File: src/rtl/tensor_core_result_buffer.sv
// tensor_core_result_buffer
// Collects result bytes from the tensor core controller during read bursts.
// Each pair of bytes becomes one 16-bit word, high byte first. Words are queued
// in a FIFO that a host-side consumer drains over a valid/ready handshake.
// Optional build macro TENSOR_RESULT_SEQ_TAG_EN adds result_tag_out. This is a
// 4-bit burst sequence number that is stored with every word.
//
// state      | meaning
// -----------+------------------------------------------------------------
// IDLE       | waiting for a BURST READ / READ_AND_WRITE instruction
// CAPTURE_HI | next valid beat supplies the high byte of a word
// CAPTURE_LO | next valid beat supplies the low byte; the word is pushed
module tensor_core_result_buffer #(
    parameter int DEPTH     = 16,
    parameter int BURST_LEN = 5
) (
    input  logic                     clock_in,
    input  logic                     reset_in,
    input  logic                     instr_valid_in,
    input  logic [15:0]              current_tensor_core_instruction,
    input  logic [7:0]               tensor_core_controller_output,
    output logic [15:0]              result_data_out,
    output logic                     result_valid_out,
    input  logic                     result_ready_in,
    output logic [$clog2(DEPTH):0]   fifo_count_out,
    output logic                     busy_out,
    output logic                     overflow_out
`ifdef TENSOR_RESULT_SEQ_TAG_EN
    ,
    output logic [3:0]               result_tag_out
`endif
);

    localparam int AW = $clog2(DEPTH);
    localparam int CW = (BURST_LEN > 1) ? $clog2(BURST_LEN) : 1;
    localparam logic [CW-1:0] LAST_LOAD = CW'(BURST_LEN - 1);

    typedef enum logic [1:0] {
        IDLE       = 2'd0,
        CAPTURE_HI = 2'd1,
        CAPTURE_LO = 2'd2
    } state_t;

    state_t         state_q, state_d;
    logic [CW-1:0]  words_left_q, words_left_d;
    logic [7:0]     hold_q, hold_d;

    logic [AW-1:0]  wr_ptr_q, wr_ptr_d, rd_ptr_q, rd_ptr_d;
    logic           wr_wrap_q, wr_wrap_d, rd_wrap_q, rd_wrap_d;
    logic           overflow_q, overflow_d;
    logic [15:0]    mem_q [DEPTH];

    logic [1:0]     opcode;
    logic [1:0]     burst_sel;
    logic           flush;
    logic           is_start;
    logic           start_burst;
    logic           push_req;
    logic           push_ok;
    logic           pop;
    logic           ovf_set;
    logic           empty;
    logic           full;
    logic [AW:0]    count;
    logic           unused_instr_bits;

    assign opcode            = current_tensor_core_instruction[1:0];
    assign burst_sel         = current_tensor_core_instruction[3:2];
    assign unused_instr_bits = ^current_tensor_core_instruction[15:4];

    // RESET opcode flushes everything and overrides any push or pop on the same beat
    assign flush    = instr_valid_in && (opcode == 2'b11);
    assign is_start = instr_valid_in && (opcode == 2'b10) &&
                      ((burst_sel == 2'b00) || (burst_sel == 2'b10));

    assign count   = {wr_wrap_q, wr_ptr_q} - {rd_wrap_q, rd_ptr_q};
    assign empty   = (count == '0);
    assign full    = (count == (AW+1)'(DEPTH));
    assign pop     = !empty && result_ready_in && !flush;
    // A full FIFO still takes the word if the head leaves on the same edge
    assign push_ok = push_req && (!full || pop);
    assign ovf_set = push_req && full && !pop;

    // Capture FSM: next state, byte hold and burst word down-counter
    always_comb begin
        state_d      = state_q;
        words_left_d = words_left_q;
        hold_d       = hold_q;
        push_req     = 1'b0;
        start_burst  = 1'b0;
        if (flush) begin
            state_d = IDLE;
        end else if (instr_valid_in) begin
            case (state_q)
                IDLE: begin
                    if (is_start) begin
                        state_d      = CAPTURE_HI;
                        words_left_d = LAST_LOAD;
                        start_burst  = 1'b1;
                    end
                end
                CAPTURE_HI: begin
                    hold_d  = tensor_core_controller_output;
                    state_d = CAPTURE_LO;
                end
                CAPTURE_LO: begin
                    push_req = 1'b1;
                    if (words_left_q == '0) begin
                        state_d = IDLE;
                    end else begin
                        words_left_d = words_left_q - CW'(1);
                        state_d      = CAPTURE_HI;
                    end
                end
                default: state_d = IDLE;
            endcase
        end
    end

    // FIFO pointer and sticky overflow next-state
    always_comb begin
        wr_ptr_d   = wr_ptr_q;
        wr_wrap_d  = wr_wrap_q;
        rd_ptr_d   = rd_ptr_q;
        rd_wrap_d  = rd_wrap_q;
        overflow_d = overflow_q;
        if (flush) begin
            wr_ptr_d   = '0;
            wr_wrap_d  = 1'b0;
            rd_ptr_d   = '0;
            rd_wrap_d  = 1'b0;
            overflow_d = 1'b0;
        end else begin
            if (push_ok) begin
                {wr_wrap_d, wr_ptr_d} = {wr_wrap_q, wr_ptr_q} + (AW+1)'(1);
            end
            if (pop) begin
                {rd_wrap_d, rd_ptr_d} = {rd_wrap_q, rd_ptr_q} + (AW+1)'(1);
            end
            if (ovf_set) begin
                overflow_d = 1'b1;
            end
        end
    end

    // Control state registers
    always_ff @(posedge clock_in or negedge reset_in) begin
        if (!reset_in) begin
            state_q      <= IDLE;
            words_left_q <= '0;
            hold_q       <= '0;
            wr_ptr_q     <= '0;
            wr_wrap_q    <= 1'b0;
            rd_ptr_q     <= '0;
            rd_wrap_q    <= 1'b0;
            overflow_q   <= 1'b0;
        end else begin
            state_q      <= state_d;
            words_left_q <= words_left_d;
            hold_q       <= hold_d;
            wr_ptr_q     <= wr_ptr_d;
            wr_wrap_q    <= wr_wrap_d;
            rd_ptr_q     <= rd_ptr_d;
            rd_wrap_q    <= rd_wrap_d;
            overflow_q   <= overflow_d;
        end
    end

    // Word storage; stale entries are never visible because the output is gated by empty
    always_ff @(posedge clock_in) begin
        if (push_ok) begin
            mem_q[wr_ptr_q] <= {hold_q, tensor_core_controller_output};
        end
    end

    assign result_valid_out = !empty;
    assign result_data_out  = empty ? 16'h0000 : mem_q[rd_ptr_q];
    assign fifo_count_out   = count;
    assign busy_out         = (state_q != IDLE);
    assign overflow_out     = overflow_q;

`ifdef TENSOR_RESULT_SEQ_TAG_EN
    logic [3:0] seq_q, seq_d;
    logic [3:0] burst_tag_q, burst_tag_d;
    logic [3:0] tag_mem_q [DEPTH];

    // Sequence counter advances on each burst start; the burst keeps the pre-increment value
    always_comb begin
        seq_d       = seq_q;
        burst_tag_d = burst_tag_q;
        if (flush) begin
            seq_d = 4'd0;
        end else if (start_burst) begin
            burst_tag_d = seq_q;
            seq_d       = seq_q + 4'd1;
        end
    end

    // Sequence tag registers
    always_ff @(posedge clock_in or negedge reset_in) begin
        if (!reset_in) begin
            seq_q       <= 4'd0;
            burst_tag_q <= 4'd0;
        end else begin
            seq_q       <= seq_d;
            burst_tag_q <= burst_tag_d;
        end
    end

    // Tag storage alongside each word
    always_ff @(posedge clock_in) begin
        if (push_ok) begin
            tag_mem_q[wr_ptr_q] <= burst_tag_q;
        end
    end

    assign result_tag_out = empty ? 4'd0 : tag_mem_q[rd_ptr_q];
`else
    logic unused_start_burst;
    assign unused_start_burst = start_burst;
`endif

endmodule

File: config.mk
export PLATFORM = sky130hd
export DESIGN_NAME = tensor_core_result_buffer
export DESIGN_NICKNAME = d
export VERILOG_FILES = /design/src/rtl/tensor_core_result_buffer.sv
export SDC_FILE = /design/constraint.sdc
export NUM_CORES = 1
export LEC_CHECK = 0
export BUFFER_PORTS_ARGS = -buffer_cell sky130_fd_sc_hd__buf_2
export CAP_MARGIN = 20
export CORE_MARGIN = 2
export CORE_UTILIZATION = 57
export CTS_BUF_LIST = sky130_fd_sc_hd__clkbuf_4 sky130_fd_sc_hd__clkbuf_8
export DETAILED_ROUTE_END_ITERATION = 6
export HOLD_SLACK_MARGIN = 0.08
export PLACE_DENSITY = 0.78
export SLEW_MARGIN = 20
export SYNTH_ARGS = -nofsm -noshare
export SYNTH_HDL_FRONTEND = slang
export SYNTH_SLANG_ARGS = --single-unit
File: constraint.sdc
create_clock -name clock_in -period 4.4 [get_ports clock_in]
set_input_delay 0.22 -clock clock_in [delete_from_list [all_inputs] [get_ports clock_in]]
set_output_delay 0.22 -clock clock_in [all_outputs]
set_load 0.02 [all_outputs]
After elaboration in Yosys (flattened, before gate mapping)
Memories as Yosys holds them, arrays and structs flattened.
Index checks and enable logic that the tools add are counted.
{"block": "word_totals", "ff_bits": 24, "mem_bits_rw": 256, "in_bits": 28, "out_inout_bits": 24, "mem_count": 1}
{"block": "classes", "add_sub_neg": 4, "eq_ne": 9, "muxes": 24, "bitwise": 1, "n_reduce_logical": 27}
{"name": "mem_q", "depth": 16, "width": 16, "read_ports": 1, "rd_ports_with_merged_regs": 0, "wr": 1, "line_no": "51", "text": "logic [15:0] mem_q [DEPTH];"}
{"operator": "$mux 16", "n": 1}
{"operator": "$mux 4", "n": 4}
{"operator": "$mux 1", "n": 12}
{"operator": "$reduce_bool 2->1", "n": 6}
{"operator": "$add 5x1->5 const B", "n": 2}
{"operator": "$eq 2x2->1 const B", "n": 4}
{"operator": "$logic_and 1x1->1", "n": 8}
{"operator": "$mux 2", "n": 3}
{"operator": "$mux 3", "n": 2}
{"operator": "$pmux 2 s3", "n": 1}
{"operator": "$pmux 3 s2", "n": 1}
{"operator": "$eq 5x5->1 const B", "n": 1}
{"operator": "$logic_not 5->1", "n": 1}
{"operator": "$reduce_and 5->1", "n": 1}
{"operator": "$sub 5x5->5", "n": 1}
{"operator": "$logic_not 1->1", "n": 4}
{"operator": "$logic_not 2->1", "n": 2}
{"operator": "$ne 2x2->1 const B", "n": 2}
{"operator": "$logic_not 3->1", "n": 1}
{"operator": "$ne 3x3->1 const B", "n": 1}
{"operator": "$reduce_and 3->1", "n": 1}
{"operator": "$sub 3x1->3 const B", "n": 1}
{"operator": "$eq 2x1->1 const B", "n": 1}
{"operator": "$logic_or 1x1->1", "n": 2}
{"operator": "2 further kinds", "n": 2}

Logic depth before layout (Yosys ltp)
{"block": "depth", "ltp_word": 9, "mapped_depth": 12, "depth_no_buf": 10}

Worst setup path after synthesis
No wires, ideal clock.
{"block": "synth_timing", "path_type": "reg2reg", "from": "reg rd_ptr_q[2]", "to": "mem mem_q[0][0] (enable)", "setup_ns": 0.436, "arrival_time_ns": 4.310, "required_ns": 3.964, "setup_slack_ns": -0.346, "path_stages_with_launch": 11, "path_buffers": 3, "synth_period_minus_slack_ns": 4.746, "path_cell_list": "dfrtp_1 > buf_2 > buf_1 > inv_2 > buf_2 > ha_1 > xnor2_2 > nor2_1 > mux2i_4 > o31ai_4 > nor4b_1"}
{"block": "synth_between", "elab_chain_cells": 9, "elab_cells_between_ends": 11, "cone_classes": "1 x add/sub; 1 x eq/ne; 2 x mux; 7 x reduce/logical"}
{"item": "start, declared", "line_no": "48", "text": "logic [AW-1:0] wr_ptr_q, wr_ptr_d, rd_ptr_q, rd_ptr_d;"}
{"item": "start signal, assigned", "line_no": "163", "text": "rd_ptr_q <= rd_ptr_d;"}
{"item": "$sub 5x5->5 *", "line_no": "76", "text": "assign count = {wr_wrap_q, wr_ptr_q} - {rd_wrap_q, rd_ptr_q};"}
{"item": "named net fifo_count_out[2]", "line_no": "25", "text": "output logic [$clog2(DEPTH):0] fifo_count_out,"}
{"item": "$logic_not 5->1", "line_no": "77", "text": "assign empty = (count == '0);"}
{"item": "$logic_not 1->1", "line_no": "79", "text": "assign pop = !empty && result_ready_in && !flush;"}
{"item": "$logic_and 1x1->1 (2 in a row)", "line_no": "79"}
{"item": "$logic_or 1x1->1 *", "line_no": "81", "text": "assign push_ok = push_req && (!full || pop);"}
{"item": "$logic_and 1x1->1 *", "line_no": "81"}
{"item": "$mux 1 *", "line_no": "171", "text": "if (push_ok) begin"}
{"item": "$mux 1 (implied by the code) *", "line_no": "172", "text": "mem_q[wr_ptr_q] <= {hold_q, tensor_core_controller_output};"}
{"item": "end, declared", "line_no": "51"}
Mark *: on every way through the listed nets, which the timed path passes. The rest lies on a longest branch.

Worst setup path after layout
{"block": "layout_timing", "from": "reg wr_ptr_q[0]", "to": "out result_data_out[15]"}
{"block": "layout_between", "elab_chain_cells": 3}
{"item": "start, declared", "line_no": "48"}
{"item": "start signal, assigned", "line_no": "161", "text": "wr_ptr_q <= wr_ptr_d;"}
{"item": "$sub 5x5->5", "line_no": "76"}
{"item": "$logic_not 5->1", "line_no": "77"}
{"item": "$mux 16", "line_no": "177", "text": "assign result_data_out = empty ? 16'h0000 : mem_q[rd_ptr_q];"}
{"item": "end, declared", "line_no": "22", "text": "output logic [15:0] result_data_out,"}
Every way passes these cells.

==> results.json <==
{
  "grt_antenna_before_repair": 0,
  "antenna_cells": 0,
  "cp.arrival_ps": 3640,
  "dr.first_iter.drc_count": 579,
  "numCtsBuffers": 41,
  "die_h_um": 144.7,
  "fin_skew_ps": 11.99,
  "ir_worst_vdd_v": 0.0002919,
  "synth_compound_area_frac": 0.02395,
  "synth_edf_count": 256,
  "drtAntennaViolNets": 0,
  "yosysSeqAreaShare": 0.7344,
  "synth_area_sq_um": 11280,
  "power_mw": 7.841,
  "vias": 5714,
  "grt_util_met3": 0.04409,
  "critPathLaunchType": "flip-flop",
  "route.detailed.drc": 0,
  "grt_pass1_wl_mm": 34.34,
  "grt_use_total": 0.2265,
  "yosysWarnings": 0,
  "power_density_nw_per_um2": 611.8,
  "start_util": 0.5798,
  "post-route-period-util": 0.8774,
  "yosysTopAreaCell": "edfxtp_1",
  "outcome": "complete, no violations",
  "htreeDepth": 2,
  "min_period_ps": 3860,
  "synth_xor_area_frac": 0.006874,
  "routed_wl_mm": 22.14,
  "async_flop_share": 0.08571,
  "cp.required_ps": 4180,
  "io_pins": 52,
  "multiInputGateArea_sq_um": 2864,
  "worstMarginPinSlew_ps": 982.7,
  "hpwl_mm": 13.53,
  "vias_per_cell": 5.952,
  "drv_cap": 0,
  "end_kind": "output pin",
  "seq_area_sq_um": 8293,
  "groute.layer.met1.usage": 0.3012,
  "synth_top_flop_cell": "edfxtp_1",
  "fillers": 1243,
  "fin_nets": 704,
  "use_met2": 0.3849,
  "setup-violations-final": 0,
  "rsz0062_at_grt": "false",
  "row_count": 51,
  "clk_pin_slew_worst_paths_ps": 70,
  "netlist_instances": 582,
  "fp.coreArea_sq_um": 19460,
  "dr.pass1.iters": 4,
  "clock_latency_ps": 530,
  "place_inst": 882,
  "top_usage_layer": "met2",
  "synthMuxAreaShare": 0.1528,
  "clock_sinks": 280,
  "cts_root_buf": "clkbuf_8",
  "final_common_cell": "edfxtp_1",
  "path_class": "reg2out",
  "wl_per_cell_um": 23.06,
  "crit_fanout": 19,
  "finalInstanceArea_sq_um": 12820,
  "synth.top_cell.area_share": 0.6812,
  "die-area_sq_um": 20940,
  "grt_max_degree": 44,
  "place_area_sq_um": 11920,
  "cts_setup_buffers": 0,
  "stdcell_count": 960,
  "synth_simple_gate_area_frac": 0.05067,
  "fmax_mhz": 259.0,
  "syn2layout_area_growth_pct": 13.57,
  "hold_violations": 0,
  "maxSlewHeadroom": 0.3448,
  "final_util": 0.6585,
  "grt_pass1_vias": 6050,
  "cts_buffer_depth": 3,
  "ys_ff_latch": 280,
  "place_congestion": 0.7708,
  "netlist-cell-type-count": 49,
  "syn_avg_cell_area_sq_um": 19.39,
  "layout_common_cells": "edfxtp_1 (256), mux4_2 (64), clkbuf_8 (49)",
  "cts_tree": "built",
  "synth_top_family_by_area": "multiplexers",
  "io_buffers": 38,
  "yosys-top-cells-area": "edfxtp_1 (68%), mux4_2 (13%), dfrtp_1 (5.3%)",
  "p_leak_nw": 4.427,
  "hold_path.class": "in2reg",
  "fp.dieW_um": 144.7,
  "synth_nets": 622,
  "drive_above_1_share": 0.3180,
  "slew_viol_final": 0,
  "synthAdderAreaFrac": 0.01397,
  "grt_overflow_total": 0
}
## cells by family (layout without fill, tap and decap cells)
kind of cell | count (synthesis) | after routing
adder cells (fa/ha/maj) | 12 | 12
XOR/XNOR | 8 | 8
buffers and inverters | 44 | 157
AND/OR/NAND/NOR | 110 | 110
multiplexers | 90 | 90
AO/OA/AOI/OAI | 38 | 38
flip-flops | 280 | 280
## critical path: stages, from the launching register on
cell      delay, ps
dfrtp_1         430
inv_1           130
ha_1            240
fa_1            430
nand2b_1        170
a21oi_1         190
xor2_1          340
inv_1           210
nor2_4          590
a211oi_1        160
buf_2           210
## state kept, by name, indices dropped and copies added, names as in the netlist
signal        cells
wr_ptr_q          4
hold_q            8
mem_q           256
state_q           2
rd_wrap_q         1
rd_ptr_q          4
words_left_q      3
wr_wrap_q         1
overflow_out      1
## power breakdown
| part | leakage, nW | switching [mW] | internal, mW | total, mW |
|---|---|---|---|---|
| combinational | 1.36 | 1.37 | 1.01 | 2.38 |
| clock | 0.456 | 0.913 | 1.18 | 2.09 |
| sequential | 2.61 | 0.200 | 3.17 | 3.37 |
## cells in the mapped netlist, types with 2 or more instances
cell,n
nor3_1,6
a211oi_1,16
dfrtp_1,24
buf_4,3
xor2_1,6
mux4_2,64
clkbuf_1,13
ha_1,11
o21ai_0,9
o211ai_1,2
nor4b_1,3
a21oi_1,4
buf_2,9
nor2_1,12
or3_1,2
mux2_2,8
nand3b_1,2
edfxtp_1,256
and3_1,21
nand3_1,11
inv_1,15
mux2i_1,17
nand2_1,42
## per-layer routing
| layer | vias up | routed length (um) |
|---|---|---|
| met5 | - | 0 |
| li1 | 2515 | - |
| met1 | 2978 | 9001 |
| met3 | 40 | 1182 |
| met2 | 181 | 11480 |
| met4 | 0 | 467 |
## what timing repair did
action                    CTS  global route
hold buffers                4             0
gates resized for setup     0             0
hold endpoints to repair   46             0
## layout make-up
| class | count | share of cell area |
|---|---|---|
| multi-input combinational | 258 | 0.2235 |
| sequential | 280 | 0.6471 |
| inverter | 17 | 0.004979 |
| clock buffer | 62 | 0.06024 |
| timing repair buffer | 66 | 0.03202 |
| clock inverter | 12 | 0.006346 |
| tap | 265 | 0.02587 |
## final timing paths
path                                                  startpoint                          end  slack (ps)  depth (start not counted)
worst min register to register          overflow_out$_DFFE_PN0P_     overflow_out$_DFFE_PN0P_         510                          1
max in group asynchronous                               reset_in      rd_ptr_q[0]$_DFFE_PN0P_        3720                          2
worst max-delay path                     wr_ptr_q[0]$_DFFE_PN0P_          result_data_out[15]         540                         10
worst min-delay path            tensor_core_controller_output[3]        mem_q[4][3]$_DFFE_PP_         100                          1
min in group asynchronous                               reset_in  words_left_q[2]$_DFFE_PN0P_         230                          2
worst max register to register           wr_ptr_q[0]$_DFFE_PN0P_      mem_q[10][12]$_DFFE_PP_         910                         10
## stage by stage
stage / hold slack [ps] / TNS (ps) / setup WS (ps)
global route: 93.71 / 0 / 300.2
detailed placement: 259.4 / 0 / 926.5
floorplan: -75.59 / -10310 / -322.0
finish: 95.77 / 0 / 539.5
global placement: 247.3 / 0 / 995.2
CTS: 83.61 / 0 / 560.8
(Power assumes the default switching activity.)
